**config.mk**
```make
export PLATFORM = sky130hd
export DESIGN_NAME = cod_gray_contador_flat
export DESIGN_NICKNAME = d
export VERILOG_FILES = /design/src/rtl/cod_gray_contador_if.sv /design/src/rtl/cod_gray_contador.sv /design/src/flat_wrapper.sv
export SDC_FILE = /design/constraint.sdc
export NUM_CORES = 1
export LEC_CHECK = 0
export CORE_AREA = 3 3 40 42
export CTS_BUF_LIST = sky130_fd_sc_hd__clkbuf_4
export CTS_CLUSTER_DIAMETER = 200
export DETAILED_ROUTE_END_ITERATION = 7
export DIE_AREA = 0 0 43 45
export PLACE_DENSITY = 0.7
export SKIP_CTS_REPAIR_TIMING = 1
export SLEW_MARGIN = 20
export SYNTH_ARGS = -nofsm -noshare
export SYNTH_HDL_FRONTEND = slang
export SYNTH_SLANG_ARGS = --single-unit
```
**constraint.sdc**
```tcl
create_clock -name clk -period 2.6 [get_ports clk]
set_clock_uncertainty 0.1 [all_clocks]
set_input_delay 0.26 -clock clk [delete_from_list [all_inputs] [get_ports clk]]
set_output_delay 0.26 -clock clk [all_outputs]
set_load 0.03 [all_outputs]
```
**src/rtl/cod_gray_contador_if.sv**
```systemverilog
// cod_gray_contador_if
//   Control and data bundle for the Gray-code counter/encoder.
//   master (controller side): drives EN, UP, LOAD, INbinario;
//                             observes OUTgray, OUTbinario, VALID, WRAP, OCUPADO.
//   slave  (counter side)   : the opposite directions.
interface cod_gray_contador_if #(
  parameter int unsigned WIDTH = 4
);
  logic             EN;
  logic             UP;
  logic             LOAD;
  logic [WIDTH-1:0] INbinario;
  logic [WIDTH-1:0] OUTgray;
  logic [WIDTH-1:0] OUTbinario;
  logic             VALID;
  logic             WRAP;
  logic             OCUPADO;

  modport master (
    output EN, UP, LOAD, INbinario,
    input  OUTgray, OUTbinario, VALID, WRAP, OCUPADO
  );

  modport slave (
    input  EN, UP, LOAD, INbinario,
    output OUTgray, OUTbinario, VALID, WRAP, OCUPADO
  );
endinterface

```
**src/rtl/cod_gray_contador.sv**
```systemverilog
// cod_gray_contador
//   Sequential binary-to-Gray encoder and Gray-code up/down counter.
//   A binary count register is either loaded from INbinario or stepped
//   up/down; its binary value and Gray code are registered on the same edge.
// Ports:
//   clk  - rising-edge clock
//   rst  - synchronous reset, active-high
//   bus  - cod_gray_contador_if.slave:
//          EN (count enable), UP (direction), LOAD (load strobe, beats EN),
//          INbinario (word to load), OUTgray / OUTbinario (registered count),
//          VALID (OUTgray updated at last edge), WRAP (last step wrapped),
//          OCUPADO (FSM in RUN)
module cod_gray_contador #(
  parameter int unsigned WIDTH = 4
) (
  input  logic                 clk,
  input  logic                 rst,
  cod_gray_contador_if.slave   bus
);

  localparam logic [0:0] IDLE = 1'b0;
  localparam logic [0:0] RUN  = 1'b1;

  logic [0:0]       state;
  logic [WIDTH-1:0] cnt;
  logic [WIDTH-1:0] cnt_d;
  logic [WIDTH-1:0] gray_q;
  logic             valid_q;
  logic             wrap_q;
  logic             step;
  logic             wrap_d;

  // A step happens on any edge with EN high and no LOAD, in IDLE as well as
  // RUN: the IDLE->RUN edge already performs the first step.
  always_comb begin
    step   = bus.EN && !bus.LOAD;
    cnt_d  = cnt;
    wrap_d = 1'b0;
    if (bus.LOAD) begin
      cnt_d = bus.INbinario;
    end else if (bus.EN) begin
      if (bus.UP) begin
        cnt_d  = cnt + WIDTH'(1);
        wrap_d = (cnt == '1);
      end else begin
        cnt_d  = cnt - WIDTH'(1);
        wrap_d = (cnt == '0);
      end
    end
  end

  always_ff @(posedge clk) begin
    if (rst) begin
      state   <= IDLE;
      cnt     <= '0;
      gray_q  <= '0;
      valid_q <= 1'b0;
      wrap_q  <= 1'b0;
    end else begin
      cnt     <= cnt_d;
      // Gray is encoded from the next count so it is never out of step with cnt.
      gray_q  <= cnt_d ^ (cnt_d >> 1);
      valid_q <= bus.LOAD || bus.EN;
      wrap_q  <= wrap_d;
      state   <= step ? RUN : IDLE;
    end
  end

  assign bus.OUTgray    = gray_q;
  assign bus.OUTbinario = cnt;
  assign bus.VALID      = valid_q;
  assign bus.WRAP       = wrap_q;
  assign bus.OCUPADO    = (state == RUN);

endmodule

```
**src/flat_wrapper.sv**
```systemverilog
// flat-port wrapper written by rule: the top's interface ports become plain ports
module cod_gray_contador_flat 
#(
  parameter int unsigned WIDTH = 4
)
  (clk, rst, bus_EN, bus_UP, bus_LOAD, bus_INbinario, bus_OUTgray, bus_OUTbinario, bus_VALID, bus_WRAP, bus_OCUPADO);
  cod_gray_contador_if #(.WIDTH(WIDTH)) bus_i ();
  input  logic clk;
  input  logic rst;
  input wire logic [$bits(bus_i.EN)-1:0] bus_EN;
  input wire logic [$bits(bus_i.UP)-1:0] bus_UP;
  input wire logic [$bits(bus_i.LOAD)-1:0] bus_LOAD;
  input wire logic [$bits(bus_i.INbinario)-1:0] bus_INbinario;
  output wire logic [$bits(bus_i.OUTgray)-1:0] bus_OUTgray;
  output wire logic [$bits(bus_i.OUTbinario)-1:0] bus_OUTbinario;
  output wire logic [$bits(bus_i.VALID)-1:0] bus_VALID;
  output wire logic [$bits(bus_i.WRAP)-1:0] bus_WRAP;
  output wire logic [$bits(bus_i.OCUPADO)-1:0] bus_OCUPADO;
  assign bus_i.EN = bus_EN;
  assign bus_i.UP = bus_UP;
  assign bus_i.LOAD = bus_LOAD;
  assign bus_i.INbinario = bus_INbinario;
  assign bus_OUTgray = bus_i.OUTgray;
  assign bus_OUTbinario = bus_i.OUTbinario;
  assign bus_VALID = bus_i.VALID;
  assign bus_WRAP = bus_i.WRAP;
  assign bus_OCUPADO = bus_i.OCUPADO;
  cod_gray_contador #(.WIDTH(WIDTH)) u_core (.clk(clk), .rst(rst), .bus(bus_i));
endmodule
```
==> results_tabular.tex <==
\begin{tabular}{lr}
\hline
Metric & Value \\
\hline
\multicolumn{2}{l}{\textbf{Detailed routing}} \\
\quad Number of violations reported at the end of detailed-routing iteration 0 & 7 \\
\quad Number of nets with antenna violations after routing & 0 \\
\quad Ratio of routed vias to standard cells & 4.744 \\
\quad Final WL & 978 um \\
\quad Router iterations before antenna repair & 2 \\
\quad DRC violation count after routing & 0 \\
\quad Routed WL per cell & 11.37 um \\
\quad Via count & 408 \\
\multicolumn{2}{l}{\textbf{GRT}} \\
\quad Overall overflow remaining after global route & 0 \\
\quad Via count of the first global-routing pass & 371 \\
\quad Wire length of the first global-routing pass & 1607 um \\
\quad Number of antenna violations at the first check in global routing & 0 \\
\quad Largest net degree at the start of global routing & 11 \\
\quad Overall track demand over capacity in global routing & 0.1184 \\
\multicolumn{2}{l}{\textbf{Synthesis}} \\
\quad Count of yosys warnings during synthesis & 0 \\
\quad Portion of the post-synthesis area used by sequential elements & 0.4061 \\
\quad Net Count, Synth & 64 \\
\quad Number of instances in the synthesized netlist & 52 \\
\quad Number of unique standard cell types used by synthesis & 23 \\
\quad Average cell area after synthesis & 9.480 um2 \\
\quad Flip-flop and latch count after synthesis & 10 \\
\quad Post-synthesis cell area & 493.0 um2 \\
\multicolumn{2}{l}{\textbf{Worst setup path}} \\
\quad CP Launch Type & input port \\
\quad CP Class & input port to flop \\
\quad Kind of capture point of the worst setup path & flop \\
\quad Data required time of the critical path & 2.66 ns \\
\quad Maximum net fanout on the critical path & 4 \\
\quad Arrival time at the worst endpoint & 2.23 ns \\
\multicolumn{2}{l}{\textbf{Clocking}} \\
\quad Clock Pin Slew Worst Setup and Hold Paths & 0.06 ns \\
\quad Root Buffer Master & sky130\_fd\_sc\_hd\_\_clkbuf\_4 \\
\quad Num Clock Sinks & 10 \\
\quad Htree depth & 1 \\
\quad Clock network latency to the later pin of the worst-skew pair & 0.27 ns \\
\quad Buffer depth of the longest clock path & 2 \\
\quad CTS tree & done \\
\quad TritonCTS Buffers & 3 \\
\multicolumn{2}{l}{\textbf{Cells and area}} \\
\quad Antenna fix cells & 0 \\
\quad Signed area change from the synthesized netlist to the final layout & 43.91\% \\
\quad Commonest cells after routing, fill and taps aside & sky130\_fd\_sc\_hd\_\_clkdlybuf4s50\_1 (19), sky130\_fd\_sc\_hd\_\_nor2\_1 (13), sky130\_fd\_sc\_hd\_\_dfxtp\_1 (10) \\
\quad Most frequent standard cell in the layout excluding fill and tap cells & sky130\_fd\_sc\_hd\_\_clkdlybuf4s50\_1 \\
\quad Share of layout cells above drive strength 1 & 0.09859 \\
\quad Final Net Count & 85 \\
\multicolumn{2}{l}{\textbf{STA}} \\
\quad Final slew viol count & 0 \\
\quad Sum Neg Setup Slack & 0 ns \\
\quad Fmax achieved & 460.0 MHz \\
\quad Minimum clock period & 2.174 ns \\
\quad Fin crit share & 0.8361 \\
\quad Setup slack after layout & 0.4262 ns \\
\quad Tightest Pin Transition & 0.3625 ns \\
\quad Number of endpoints failing setup at the final stage & 0 \\
\quad Max transition margin & 0.7576 \\
\quad Endpoints failing hold & 0 \\
\quad Setup repair after global routing missed its margin & no \\
\quad Worst hold slack across all endpoints & 0.5365 ns \\
\multicolumn{2}{l}{\textbf{Floorplanning}} \\
\quad Area inside the core boundary & 1285 um2 \\
\quad Number of top-level pins & 20 \\
\quad Initial core utilization & 0.3836 \\
\quad Std cell rows & 13 \\
\quad Die area & 1935 um2 \\
\quad Die outline width & 43 um \\
\quad Die Span Y & 45 um \\
\multicolumn{2}{l}{\textbf{Run}} \\
\quad Total of max-cap violations & 0 \\
\multicolumn{2}{l}{\textbf{Pwr}} \\
\quad Lkg Pwr & 0.0002908 uW \\
\quad Overall power consumption & 416.9 uW \\
\quad Max VDD drop & 0.0004047 V \\
\quad Power per cell area & 587.7 nW/um2 \\
\multicolumn{2}{l}{\textbf{Outcome}} \\
\quad Outcome & complete, no violations \\
\multicolumn{2}{l}{\textbf{Place}} \\
\quad Worst-case setup slack after placement & 0.1429 ns \\
\quad Final weighted congestion in routability-driven placement & 0.7022 \\
\quad HPWL Detailed & 738.1 um \\
\quad Count of buffers inserted at the top-level ports & 19 \\
\multicolumn{2}{l}{\textbf{Min path}} \\
\quad Classification of the worst-slack hold path & flop to flop \\
\hline
\end{tabular}
-- cell usage after synthesis --
library cell,instances,area [um2]
sky130_fd_sc_hd__a211oi_1,1,7.510
sky130_fd_sc_hd__a21o_1,1,7.510
sky130_fd_sc_hd__a21oi_1,2,10.01
sky130_fd_sc_hd__a21oi_2,2,17.52
sky130_fd_sc_hd__a22oi_1,1,7.510
sky130_fd_sc_hd__a31oi_1,1,6.260
sky130_fd_sc_hd__and3_1,1,6.260
sky130_fd_sc_hd__buf_4,1,7.510
sky130_fd_sc_hd__clkbuf_1,2,7.510
sky130_fd_sc_hd__dfxtp_1,10,200.2
sky130_fd_sc_hd__fa_1,1,20.02
sky130_fd_sc_hd__ha_1,2,25.02
sky130_fd_sc_hd__inv_1,1,3.750
sky130_fd_sc_hd__mux2_4,1,15.01
sky130_fd_sc_hd__mux2i_1,1,10.01
sky130_fd_sc_hd__nand2b_1,1,6.260
sky130_fd_sc_hd__nor2_1,13,48.80
sky130_fd_sc_hd__nor2b_1,1,6.260
sky130_fd_sc_hd__nor3_1,1,5.000
sky130_fd_sc_hd__o21a_1,1,7.510
sky130_fd_sc_hd__or4_1,1,7.510
sky130_fd_sc_hd__xnor2_1,5,43.79
sky130_fd_sc_hd__xor2_2,1,16.27
-- where the power goes --
| group | internal [uW] | switching, uW | total, uW | leakage, uW |
|---|---|---|---|---|
| Sequential | 167 | 10.6 | 177 | 0.0000829 |
| Clock | 53.5 | 52.6 | 106 | 0.0000138 |
| Combinational | 65.5 | 68.1 | 134 | 0.000194 |
| Total | 286 | 131 | 417 | 0.000291 |
-- worst max-delay path, stage by stage --
cell                              delay (ns)
sky130_fd_sc_hd__clkdlybuf4s50_1        0.55
sky130_fd_sc_hd__inv_1                  0.12
sky130_fd_sc_hd__fa_1                   0.39
sky130_fd_sc_hd__xnor2_1                0.13
sky130_fd_sc_hd__a211oi_1               0.24
sky130_fd_sc_hd__a21oi_1                0.11
sky130_fd_sc_hd__nor2b_1                0.16
sky130_fd_sc_hd__mux2_4                 0.27
-- cell families (layout without fill, tap and decap cells) --
group,Yosys count,in the layout,synth area share
xor+xnor,6,6,0.1218
fa+ha+maj,3,3,0.09136
mux,2,2,0.05075
buf+inv,4,23,0.03808
compound gates,9,9,0.1295
flops,10,10,0.4061
simple gates,18,18,0.1625
-- registers in the layout, summed over array words and instances (netlist names) --
signal,count
u_core.bus.OCUPADO,1
u_core.bus.WRAP,1
u_core.bus.OUTgray,4
u_core.bus.VALID,1
u_core.bus.OUTbinario,3
-- worst paths after layout --
kind	startpoint	cells past startpoint	end	slack [ns]
worst max-delay path	bus_UP	8	u_core.bus.OUTgray[2]	0.43
worst max register to register	u_core.bus.OUTbinario[0]	6	u_core.bus.OUTgray[2]	0.65
worst min register to register	u_core.bus.OUTbinario[0]	2	u_core.bus.WRAP	0.54
worst min-delay path	u_core.bus.OUTbinario[0]	2	u_core.bus.WRAP	0.54
-- metal layers --
metal / vias to the layer above / share of wire / track usage
met5: - / 0 / 0
met2: 17 / 0.43 / 0.1766
met1: 176 / 0.46 / 0.1358
met3: 4 / 0.094 / 0.05976
met4: 0 / 0.022 / 0.07229
li1: 211 / - / -
-- cell type report --
cell class / instances / area [um2]
Clock buffer: 3 / 22.52
Timing Repair Buffer: 19 / 190.2
Tap cell: 15 / 18.77
Inverter: 1 / 3.754
Multi-Input combinational cell: 38 / 274.0
Sequential cell: 10 / 200.2
Fill cell: 124 / 575.6
-- metrics by stage --
| step | instances | cell area (um2) | util |
|---|---|---|---|
| floorplan | 52 | 493.0 | - |
| global placement | 83 | 686.9 | 0.5346 |
| detailed placement | 83 | 686.9 | 0.5346 |
| CTS | 86 | 709.4 | 0.5521 |
| global route | 86 | 709.4 | 0.5521 |
| finish | 86 | 709.4 | 0.5521 |
Note: power is estimated with default switching activity, not from simulation.
